==> src/rtl/riscv_mem_stage_pkg.sv <==
// Shared configuration for the MEM stage: default data width, RISC-V
// load/store funct3 encodings and the bus FSM state encodings.
package riscv_configs;

    localparam int XLEN_DEFAULT = 32;

    // Load funct3 encodings
    localparam logic [2:0] F3_LB  = 3'b000;
    localparam logic [2:0] F3_LH  = 3'b001;
    localparam logic [2:0] F3_LW  = 3'b010;
    localparam logic [2:0] F3_LD  = 3'b011;
    localparam logic [2:0] F3_LBU = 3'b100;
    localparam logic [2:0] F3_LHU = 3'b101;
    localparam logic [2:0] F3_LWU = 3'b110;

    // Store funct3 encodings
    localparam logic [2:0] F3_SB  = 3'b000;
    localparam logic [2:0] F3_SH  = 3'b001;
    localparam logic [2:0] F3_SW  = 3'b010;
    localparam logic [2:0] F3_SD  = 3'b011;

    // Data bus FSM states
    localparam logic [1:0] ST_IDLE = 2'd0;
    localparam logic [1:0] ST_REQ  = 2'd1;
    localparam logic [1:0] ST_RESP = 2'd2;

endpackage

==> src/rtl/riscv_lsu_align.sv <==
// Combinational load/store alignment unit.
//  Store side : byte enables (size mask shifted to the addressed lane) and
//               store data replicated across every lane of the bus word.
//  Check      : flags misaligned addresses and funct3 codes illegal for XLEN.
//  Load side  : selects the addressed lane of rdata using the offset/funct3
//               latched at grant, then sign- or zero-extends it.
// Ports
//  funct3, is_store, addr_lo, store_data -> be, wdata, misalign
//  load_funct3, load_offset, rdata       -> load_data
module riscv_lsu_align
    import riscv_configs::*;
#(
    parameter int XLEN = XLEN_DEFAULT
) (
    input  logic [2:0]                funct3,
    input  logic                      is_store,
    input  logic [2:0]                addr_lo,
    input  logic [XLEN-1:0]           store_data,
    output logic [XLEN/8-1:0]         be,
    output logic [XLEN-1:0]           wdata,
    output logic                      misalign,
    input  logic [2:0]                load_funct3,
    input  logic [$clog2(XLEN/8)-1:0] load_offset,
    input  logic [XLEN-1:0]           rdata,
    output logic [XLEN-1:0]           load_data
);

    localparam int NB      = XLEN / 8;
    localparam int OFF_W   = $clog2(NB);
    localparam bit IS_RV64 = (XLEN == 64);

    logic          legal;
    logic          aligned;
    logic [NB-1:0] size_mask;
    logic [XLEN-1:0] lane;

    // Legality and natural alignment of the access in MEM.
    // NOTE: every combinational output gets a default first so no path leaves it unassigned (no latch).
    always_comb begin
        legal   = 1'b0;
        aligned = 1'b1;
        if (is_store)
            legal = (funct3 inside {F3_SB, F3_SH, F3_SW}) || (IS_RV64 && funct3 == F3_SD);
        else
            legal = (funct3 inside {F3_LB, F3_LH, F3_LW, F3_LBU, F3_LHU}) ||
                    (IS_RV64 && (funct3 inside {F3_LD, F3_LWU}));
        // funct3[1:0] encodes the access size for both loads and stores
        case (funct3[1:0])
            2'b00:   aligned = 1'b1;
            2'b01:   aligned = (addr_lo[0] == 1'b0);
            2'b10:   aligned = (addr_lo[1:0] == 2'b00);
            default: aligned = (addr_lo == 3'b000);
        endcase
        misalign = ~(legal & aligned);
    end

    // Store byte enables and lane-replicated write data
    always_comb begin
        size_mask = '0;
        wdata     = store_data;
        case (funct3[1:0])
            2'b00: begin
                size_mask = NB'(8'h01);
                wdata     = {NB{store_data[7:0]}};
            end
            2'b01: begin
                size_mask = NB'(8'h03);
                wdata     = {(NB/2){store_data[15:0]}};
            end
            2'b10: begin
                size_mask = NB'(8'h0F);
                wdata     = {(NB/4){store_data[31:0]}};
            end
            default: begin
                size_mask = '1;
                wdata     = store_data;
            end
        endcase
        be = size_mask << addr_lo[OFF_W-1:0];
    end

    // Load lane select and extension; a signed size cast sign-extends.
    always_comb begin
        lane      = rdata >> {load_offset, 3'b000};
        load_data = lane;
        case (load_funct3)
            F3_LB:   load_data = XLEN'($signed(lane[7:0]));
            F3_LH:   load_data = XLEN'($signed(lane[15:0]));
            F3_LW:   load_data = XLEN'($signed(lane[31:0]));
            F3_LBU:  load_data = XLEN'(lane[7:0]);
            F3_LHU:  load_data = XLEN'(lane[15:0]);
            F3_LWU:  load_data = XLEN'(lane[31:0]);
            default: load_data = lane;
        endcase
    end

endmodule

==> src/rtl/riscv_mem_stage.sv <==
// Pipelined MEM stage with MEM/WB register. Runs one req/gnt/rvalid data bus
// transaction per memory instruction and stalls IF..MEM until it completes.
// Ports
//  i_clk, i_rstn                       clock, async active-low reset
//  i_*_m                               instruction in MEM (held stable while o_stall_m)
//  i_flush_m                           kill the instruction in MEM
//  o_stall_m                           hold IF..MEM
//  o_dbus_* / i_dbus_*                 data bus master side
//  o_*_w                               MEM/WB register outputs
module riscv_mem_stage
    import riscv_configs::*;
#(
    parameter int XLEN    = XLEN_DEFAULT,
    parameter int RADDR_W = 5
) (
    input  logic                i_clk,
    input  logic                i_rstn,
    input  logic                i_valid_m,
    input  logic                i_reg_write_m,
    input  logic [1:0]          i_result_src_m,
    input  logic                i_mem_read_m,
    input  logic                i_mem_write_m,
    input  logic [2:0]          i_funct3_m,
    input  logic [XLEN-1:0]     i_alu_result_m,
    input  logic [XLEN-1:0]     i_write_data_m,
    input  logic [RADDR_W-1:0]  i_rd_m,
    input  logic [XLEN-1:0]     i_pc_plus_4m,
    input  logic                i_flush_m,
    output logic                o_stall_m,
    output logic                o_dbus_req,
    output logic                o_dbus_we,
    output logic [XLEN-1:0]     o_dbus_addr,
    output logic [XLEN/8-1:0]   o_dbus_be,
    output logic [XLEN-1:0]     o_dbus_wdata,
    input  logic                i_dbus_gnt,
    input  logic                i_dbus_rvalid,
    input  logic [XLEN-1:0]     i_dbus_rdata,
    output logic                o_valid_w,
    output logic                o_reg_write_w,
    output logic [1:0]          o_result_src_w,
    output logic [XLEN-1:0]     o_alu_result_w,
    output logic [XLEN-1:0]     o_read_data_w,
    output logic [RADDR_W-1:0]  o_rd_w,
    output logic [XLEN-1:0]     o_pc_plus_4w,
    output logic                o_misalign_w
);

    localparam int NB    = XLEN / 8;
    localparam int OFF_W = $clog2(NB);

    logic [1:0]        state, state_next;
    logic              kill, kill_next;
    logic [OFF_W-1:0]  load_offset;
    logic [2:0]        load_funct3;

    logic [NB-1:0]     be;
    logic [XLEN-1:0]   wdata;
    logic [XLEN-1:0]   load_data;
    logic              bad_access;

    logic mem_op, misaligned, access, req, done, busy, stall, wb_valid;

    riscv_lsu_align #(.XLEN(XLEN)) u_align (
        .funct3      (i_funct3_m),
        .is_store    (i_mem_write_m),
        .addr_lo     (i_alu_result_m[2:0]),
        .store_data  (i_write_data_m),
        .be          (be),
        .wdata       (wdata),
        .misalign    (bad_access),
        .load_funct3 (load_funct3),
        .load_offset (load_offset),
        .rdata       (i_dbus_rdata),
        .load_data   (load_data)
    );

    always_comb begin
        mem_op     = i_valid_m & (i_mem_read_m | i_mem_write_m);
        misaligned = mem_op & bad_access;
        access     = mem_op & ~bad_access;
        req        = 1'b0;
        busy       = 1'b0;
        done       = 1'b0;
        state_next = state;
        case (state)
            ST_IDLE: begin
                req  = access;
                busy = access;
                if (access) begin
                    if (!i_dbus_gnt)        state_next = ST_REQ;
                    else if (i_mem_write_m) done       = 1'b1;
                    else                    state_next = ST_RESP;
                end
            end
            ST_REQ: begin
                // request stays up until granted; it is never withdrawn
                req  = 1'b1;
                busy = 1'b1;
                if (i_dbus_gnt) begin
                    if (i_mem_write_m) begin
                        done       = 1'b1;
                        state_next = ST_IDLE;
                    end else begin
                        state_next = ST_RESP;
                    end
                end
            end
            ST_RESP: begin
                busy = 1'b1;
                if (i_dbus_rvalid) begin
                    done       = 1'b1;
                    state_next = ST_IDLE;
                end
            end
            default: state_next = ST_IDLE;
        endcase
        stall     = busy & ~done;
        // a flushed transaction still runs to completion; only its WB slot is killed
        kill_next = (state_next == ST_IDLE) ? 1'b0 : (kill | i_flush_m);
        wb_valid  = i_valid_m & ~i_flush_m & ~kill;
    end

    // Bus and stall are gated by reset so they drop immediately even though
    // the MEM inputs may still describe an access while reset is held.
    assign o_dbus_req   = req & i_rstn;
    assign o_stall_m    = stall & i_rstn;
    assign o_dbus_we    = o_dbus_req & i_mem_write_m;
    assign o_dbus_be    = o_dbus_req ? be : '0;
    assign o_dbus_addr  = {i_alu_result_m[XLEN-1:OFF_W], {OFF_W{1'b0}}};
    assign o_dbus_wdata = wdata;

    // NOTE: sequential state uses non-blocking assignments so every register samples pre-edge values.
    // NOTE: the lane latches and MEM/WB data fields are reset too, so WB shows all-zero out of reset.
    always_ff @(posedge i_clk or negedge i_rstn) begin
        if (!i_rstn) begin
            state          <= ST_IDLE;
            kill           <= 1'b0;
            load_offset    <= '0;
            load_funct3    <= '0;
            o_valid_w      <= 1'b0;
            o_reg_write_w  <= 1'b0;
            o_result_src_w <= '0;
            o_alu_result_w <= '0;
            o_read_data_w  <= '0;
            o_rd_w         <= '0;
            o_pc_plus_4w   <= '0;
            o_misalign_w   <= 1'b0;
        end else begin
            state <= state_next;
            kill  <= kill_next;
            // lane offset and extension type are taken at grant for the later rvalid
            if (req && i_dbus_gnt) begin
                load_offset <= i_alu_result_m[OFF_W-1:0];
                load_funct3 <= i_funct3_m;
            end
            o_result_src_w <= i_result_src_m;
            o_alu_result_w <= i_alu_result_m;
            o_read_data_w  <= load_data;
            o_rd_w         <= i_rd_m;
            o_pc_plus_4w   <= i_pc_plus_4m;
            if (stall) begin
                o_valid_w     <= 1'b0;
                o_reg_write_w <= 1'b0;
                o_misalign_w  <= 1'b0;
            end else begin
                o_valid_w     <= wb_valid;
                o_reg_write_w <= wb_valid & i_reg_write_m & ~misaligned;
                o_misalign_w  <= wb_valid & misaligned;
            end
        end
    end

endmodule

==> config.mk <==
export PLATFORM = sky130hd
export DESIGN_NAME = riscv_mem_stage
export DESIGN_NICKNAME = d
export VERILOG_FILES = /design/src/rtl/riscv_mem_stage_pkg.sv /design/src/rtl/riscv_lsu_align.sv /design/src/rtl/riscv_mem_stage.sv
export SDC_FILE = /design/constraint.sdc
export NUM_CORES = 1
export LEC_CHECK = 0
export BUFFER_PORTS_ARGS = -buffer_cell sky130_fd_sc_hd__buf_2
export CAP_MARGIN = 20
export CORE_AREA = 4 4 124 126
export DETAILED_ROUTE_END_ITERATION = 8
export DIE_AREA = 0 0 128 130
export PLACE_DENSITY = 0.76
export SLEW_MARGIN = 20
export SYNTH_ARGS = -nofsm -noshare
export SYNTH_HDL_FRONTEND = slang
export SYNTH_SLANG_ARGS = --single-unit
==> constraint.sdc <==
create_clock -name i_clk -period 1.7 [get_ports i_clk]
set_input_delay 0.085 -clock i_clk [delete_from_list [all_inputs] [get_ports i_clk]]
set_output_delay 0.085 -clock i_clk [all_outputs]
set_load 0.005 [all_outputs]
==> metrics, run 1 <==
Num CTS Buffers 17; Clock Path Buffers 2; max-cap violations 0; H-Tree Depth 4; layout cell share with drive strength beyond 1 0.545; largest cells by area after synthesis dfrtp_1 (63%), buf_4 (6.9%), mux2i_1 (5.7%); Syn-to-layout area delta 69.8%; maximum VDD drop 636 uV; Layout Skew 0.00571 ns; post-synthesis cell count 357; period utilization 1.14; Worst R2R Path Depth 7; DRT antenna net count 0; Via Count 4218; core box area 14300 um2; DP HPWL 11800 um; setup TNS -0.640 ns; EDFF count, synth 0; synthesized flop and latch total 114; Clock Sinks 114; yosys warns 0; Hold Fails Final Rpt 0; RePlAce Congestion 0.837; first drt pass iteration count 4; share of the synthesized area in the top cell type 0.628; Clk pin slew, worst setup/hold paths 0.06 ns; DRC Markers 0; violated checks setup timing; leakage 3.98 nW; Compound-Gate Fraction of Synth Area 0.0896; total power 10.2 mW; Initial Util 0.317; Rows 44; xor/xnor share of the synthesized area 0; fmax 0.515 GHz; die width 128 um; Slew @ Worst Pin 0.513 ns; Top Ports 324; Synth Area per Inst 12.7 um2; CP Capture Type output port; Clock Tree Root clkbuf_16; main combinational cell family by area after synthesis multiplexers; slowest cell on the critical path dfrtp_1; CP Data Required Time 1.62 ns; Min-Delay Path Class primary input to flip-flop; Post-Synth Adder-Cell Area 0.0110; fin nets 901; unrepaired setup endpoints after global routing true; Hold EP o_read_data_w[16]; min Tclk post-route 1.94 ns; initial antenna violation count 3; post-synthesis simple-gate area fraction 0.0706; DIE AREA 16600 um2; R2R setup slack 0.04 ns; worst-path fanout max 4; gr ovfl total 0; CTS tree built; Total Wirelength 16400 um; Die H 130 um; RR Endpoint kill; status finished, violations left; setup violators final 6; Initial DRC Count 129; pwr dens 1320 nW/um2; fillers 1259; CP Data Arrival Time 1.86 ns; Post-synth top cells dfrtp_1 (114), buf_4 (42), nand2_1 (27), mux2i_1 (26), o21ai_0 (23); hold path start i_dbus_rdata[16]; max_slew headroom 0.658; Worst Slack Setup Final -0.243 ns; wire per inst 17.3 um; crit path cell chain buf_4 > ha_4 > a21o_1 > a311oi_4 > and2_1 > buf_2; post-synthesis sequential area ratio 0.628; vias in the first global route 4392; Startpoint Class flip-flop; ys async rst share 1.00; clk_lat worst skew 0.40 ns; largest net degree at the start of global routing 95; Vias/cell 4.44; critical path class flip-flop to output port; Most used DFF post-synth dfrtp_1; worst hold path depth 3; global-route wire length before repair 24100 um; Largest stage delay, worst path 0.41 ns; Yosys cell types 38; largest area contributor in the netlist dfrtp_1; Port-buffer cells 321; most common cell in the netlist dfrtp_1; Post-Syn Area 4540 um2; GRT Util Overall 0.192; worst r2r src state[1]; Slew Viols, Final 0; mux share of post-synthesis cell area 0.114
how the worst max path moves through the flow:
stage / startpoint / slack, ns / cells past startpoint / endpoint
2_1_floorplan: load_offset[1] / 0.12 / 7 / o_read_data_w[17]
3_3_place_gp: load_offset[1] / -0.05 / 5 / o_read_data_w[22]
3_5_place_dp: load_offset[1] / -0.09 / 5 / o_read_data_w[21]
4_1_cts: state[1] / -0.25 / 6 / o_stall_m
5_1_grt: state[1] / -0.31 / 6 / o_stall_m
6_report: state[0] / -0.24 / 6 / o_stall_m
cell type report:
class / count / area, um2 / share of cell area
well taps: 184 / 230 / 0.0299
repair buffers: 427 / 2630 / 0.341
inverters: 4 / 15.0 / 0.00195
clock buffers: 19 / 453 / 0.0587
multi-input cells: 186 / 1370 / 0.178
diodes: 2 / 5.00 / 0.000649
clock inverters: 13 / 151 / 0.0196
flip-flops and latches: 114 / 2850 / 0.370
repair_timing:
action	in CTS	in global routing
pin swaps	5	3
endpoints found under the hold margin	197	0
hold buffers	84	0
setup endpoints to repair	23	25
resized for setup	12	4
buffers inserted	2	3
cells in the final DEF (no fill, tap or decap), types with 6 or more instances in the layout:
cell type / count
buf_2: 320
dfrtp_1: 114
dlygate4sd3_1: 84
nand2_1: 27
mux2i_1: 25
o21ai_0: 23
mux2_2: 21
buf_4: 21
nor2_1: 17
a21oi_1: 17
clkbuf_16: 17
nor2b_1: 9
a211oi_1: 9
nor3_1: 6
routing by layer:
layer	global-route usage	wire length, um	share of wire	vias to the layer above
met5	0	17	0.0010	-
met4	0.0836	563	0.034	2
met3	0.0639	1230	0.075	34
met2	0.348	8660	0.53	214
met1	0.204	5910	0.36	1990
li1	-	-	-	1978
power breakdown:
part	leakage (nW)	internal, mW	switching (mW)
registers	1.37	3.25	0.227
logic	2.33	1.55	1.59
clock network	0.283	2.25	1.29
total	3.98	7.05	3.11
worst max-delay path: cells and delay by family (launching register included):
| family | cells | cell delay [ns] |
|---|---|---|
| fa+ha+maj | 1 | 0.16 |
| simple gates | 1 | 0.17 |
| flops | 1 | 0.41 |
| compound gates | 2 | 0.43 |
| buf+inv | 2 | 0.28 |
kinds of logic after synthesis:
group           Yosys count
other cells               1
flops                   114
mux                      48
simple gates             69
fa+ha+maj                 4
buf+inv                  58
compound gates           63
state kept, by name, indices dropped and copies added (netlist names):
| register | flops |
|---|---|
| kill | 1 |
| load_funct3 | 3 |
| load_offset | 2 |
| o_alu_result_w | 32 |
| o_misalign_w | 1 |
| o_pc_plus_4w | 32 |
| o_rd_w | 5 |
| o_read_data_w | 32 |
| o_reg_write_w | 1 |
| o_result_src_w | 2 |
| o_valid_w | 1 |
| state | 2 |
per-stage QoR:
step	area, um2	hold WS (ns)	std cells	setup WS (ns)	utilization
6_report	7710	0.0177	949	-0.243	0.539
4_1_cts	7670	0.00585	944	-0.248	0.536
3_3_place_gp	6150	0.149	826	-0.0455	0.430
2_1_floorplan	4540	-0.211	358	0.122	-
3_5_place_dp	6150	0.149	826	-0.0866	0.430
5_1_grt	7710	0.00925	949	-0.314	0.539
No activity file was read; power rests on OpenSTA's default activity.
==> run 2: changes to the inputs <==
--- a/config.mk
+++ b/config.mk
@@ -10,7 +10,7 @@
 export CORE_AREA = 4 4 124 126
 export DETAILED_ROUTE_END_ITERATION = 8
 export DIE_AREA = 0 0 128 130
-export PLACE_DENSITY = 0.76
+export PLACE_DENSITY_LB_ADDON = 0.2
 export SLEW_MARGIN = 20
 export SYNTH_ARGS = -nofsm -noshare
 export SYNTH_HDL_FRONTEND = slang
==> metrics, run 2 (synthesis results as in run 1) <==
Port-buffer cells 321 (unchanged); CP Data Arrival Time 1.82 ns (was 1.86 ns); gr ovfl total 0 (unchanged); Largest regs o_alu_result_w (32), o_pc_plus_4w (32), o_read_data_w (32) (unchanged); Min-Delay Path Class primary input to flip-flop (unchanged); critical path depth in cells 6 (unchanged); die width 128 um (unchanged); most frequent cells in the layout buf_2 (319), dfrtp_1 (111), dlygate4sd3_1 (86) (was buf_2 (320), dfrtp_1 (114), dlygate4sd3_1 (84)); clk_lat worst skew 0.40 ns (about the same); Clock Tree Root clkbuf_16 (unchanged); Hold Fails Final Rpt 0 (unchanged); Startpoint Class flip-flop (unchanged); violated checks setup timing (unchanged); fin cells 954 (was 949); slowest cell on the critical path dfrtp_2 (was dfrtp_1); pwr dens 1370 nW/um2 (was 1320 nW/um2); global-route wire length before repair 24200 um (was 24100 um); Vias/cell 4.48 (was 4.44); worst r2r src state[0] (was state[1]); Worst R2R Path Depth 7 (unchanged); Largest stage delay, worst path 0.46 ns (was 0.41 ns); Layout Skew 0.00857 ns (was 0.00571 ns); Clock Path Buffers 2 (unchanged); commonest non-fill, non-tap cell in the layout buf_2 (unchanged); fmax 0.525 GHz (was 0.515 GHz); leakage 4.07 nW (was 3.98 nW); Top Ports 324 (unchanged); maximum VDD drop 666 uV (was 636 uV); CP Capture Type output port (unchanged); Syn-to-layout area delta 74.6% (was 69.8%); Total Wirelength 16600 um (was 16400 um); Initial DRC Count 184 (was 129); DP HPWL 12000 um (was 11800 um); Rows 44 (unchanged); WP buf/inv 2 (unchanged); GRT Util Overall 0.190 (was 0.192); Slew Viols, Final 0 (unchanged); dpl cells 828 (was 826); crit path cell chain buf_6 > ha_4 > a21o_1 > a311oi_4 > and2_1 > buf_2 (was buf_4 > ha_4 > a21o_1 > a311oi_4 > and2_1 > buf_2); Clk pin slew, worst setup/hold paths 0.06 ns (about the same); unrepaired setup endpoints after global routing true (unchanged); critical path class flip-flop to output port (unchanged); max-cap violations 0 (unchanged); min Tclk post-route 1.90 ns (was 1.94 ns); Placed Area 6150 um2 (about the same); final instance area 7930 um2 (was 7710 um2); wire per inst 17.4 um (was 17.3 um); first drt pass iteration count 5 (was 4); Num CTS Buffers 17 (unchanged); CP Data Required Time 1.62 ns (about the same); initial antenna violation count 0 (was 3); vias in the first global route 4593 (was 4392); R2R setup slack -0.11 ns (was 0.04 ns); fillers 1251 (was 1259); DRC Markers 0 (unchanged); layout cell share with drive strength beyond 1 0.577 (was 0.545); fin nets 909 (was 901); Worst Slack Setup Final -0.205 ns (was -0.243 ns); Via Count 4273 (was 4218); H-Tree Depth 4 (unchanged); worst-path fanout max 3 (was 4); Initial Util 0.317 (unchanged); Die H 130 um (unchanged); DIE AREA 16600 um2 (unchanged); setup violators final 7 (was 6); status finished, violations left (unchanged); CTS tree built (unchanged); largest net degree at the start of global routing 37 (was 95); largest delay contributor family on the critical path flip-flops (was compound AO/OA/AOI/OAI gates); RR Endpoint kill (unchanged); n_diodes 0 (was 2); CP endpoint o_stall_m (unchanged); DRT antenna net count 0 (unchanged); core box area 14300 um2 (unchanged); period utilization 1.12 (was 1.14); RePlAce Congestion 0.860 (was 0.837); Clock Sinks 114 (unchanged); Crit. Startpoint state[0] (unchanged)
-- run 2: cell types whose count changed in the layout (fill, tap and decap cells not counted), sizes merged --
cell	before	now
buf	343	349
bufinv	2	4
clkbuf	19	18
clkinv	4	3
clkinvlp	4	1
diode	2	0
dlygate4sd3	84	86
inv	7	9
-- run 2: report_power, final --
part           internal (mW)  switching (mW)  total [mW]  leakage (nW)
Combinational           1.77            1.75        3.51          2.40
Clock                   2.51            1.28        3.79         0.308
Sequential              3.26           0.285        3.54          1.36
-- run 2: worst reg2reg max path, stage by stage, from the launching register on --
cell,delay [ns]
dfrtp_2,0.44
inv_4,0.07
ha_4,0.17
buf_6,0.12
buf_6,0.11
a222oi_1,0.43
a221o_1,0.27
a211oi_2,0.08
-- run 2: stage by stage --
stage           util  hold slack [ns]  setup slack, ns  total power, mW  setup TNS (ns)
2_1_floorplan      -           -0.211            0.122             5.05               0
3_3_place_gp   0.430          -0.0587           0.0944             6.25               0
3_5_place_dp   0.430          -0.0531           0.0119             6.32               0
4_1_cts        0.544         0.000154           -0.175             10.7          -0.540
5_1_grt        0.554          0.00791           -0.264             11.5           -1.46
6_report       0.554           0.0240           -0.205             10.9          -0.507
-- run 2: how the worst min path moves through the flow --
stage                           startpoint                 to  cells after the start
after floorplan                     i_rstn               kill                      0
after global placement              i_rstn               kill                      1
after detailed placement            i_rstn               kill                      1
after CTS                 i_dbus_rdata[22]  o_read_data_w[22]                      3
after global routing      i_dbus_rdata[17]   o_read_data_w[1]                      3
final                     i_dbus_rdata[21]   o_read_data_w[5]                      3
-- run 2: per-layer routing --
metal / vias to the layer above / part of all wire / track usage
li1: 1992 / - / -
met1: 2043 / 0.36 / 0.208
met2: 218 / 0.54 / 0.356
met3: 20 / 0.078 / 0.0516
met4: 0 / 0.016 / 0.0605
met5: - / 0 / 0
-- run 2: area by class of cell --
type | count | area, um2 | share of cell area
clock buffer | 18 | 439 | 0.0554
clock inverter | 13 | 198 | 0.0249
inverter | 4 | 17.5 | 0.00221
tap | 184 | 230 | 0.0290
multi-input combinational | 186 | 1480 | 0.186
timing repair buffer | 435 | 2710 | 0.342
sequential | 114 | 2860 | 0.360
-- run 2: timing repair --
item / 4_1_cts / 5_1_grt
gates cloned: 0 / 1
buffers inserted: 6 / 2
setup endpoints to repair: 9 / 26
hold endpoints to repair: 199 / 0
gates resized for setup: 19 / 39
hold buffers: 86 / 0
pin swaps: 8 / 8
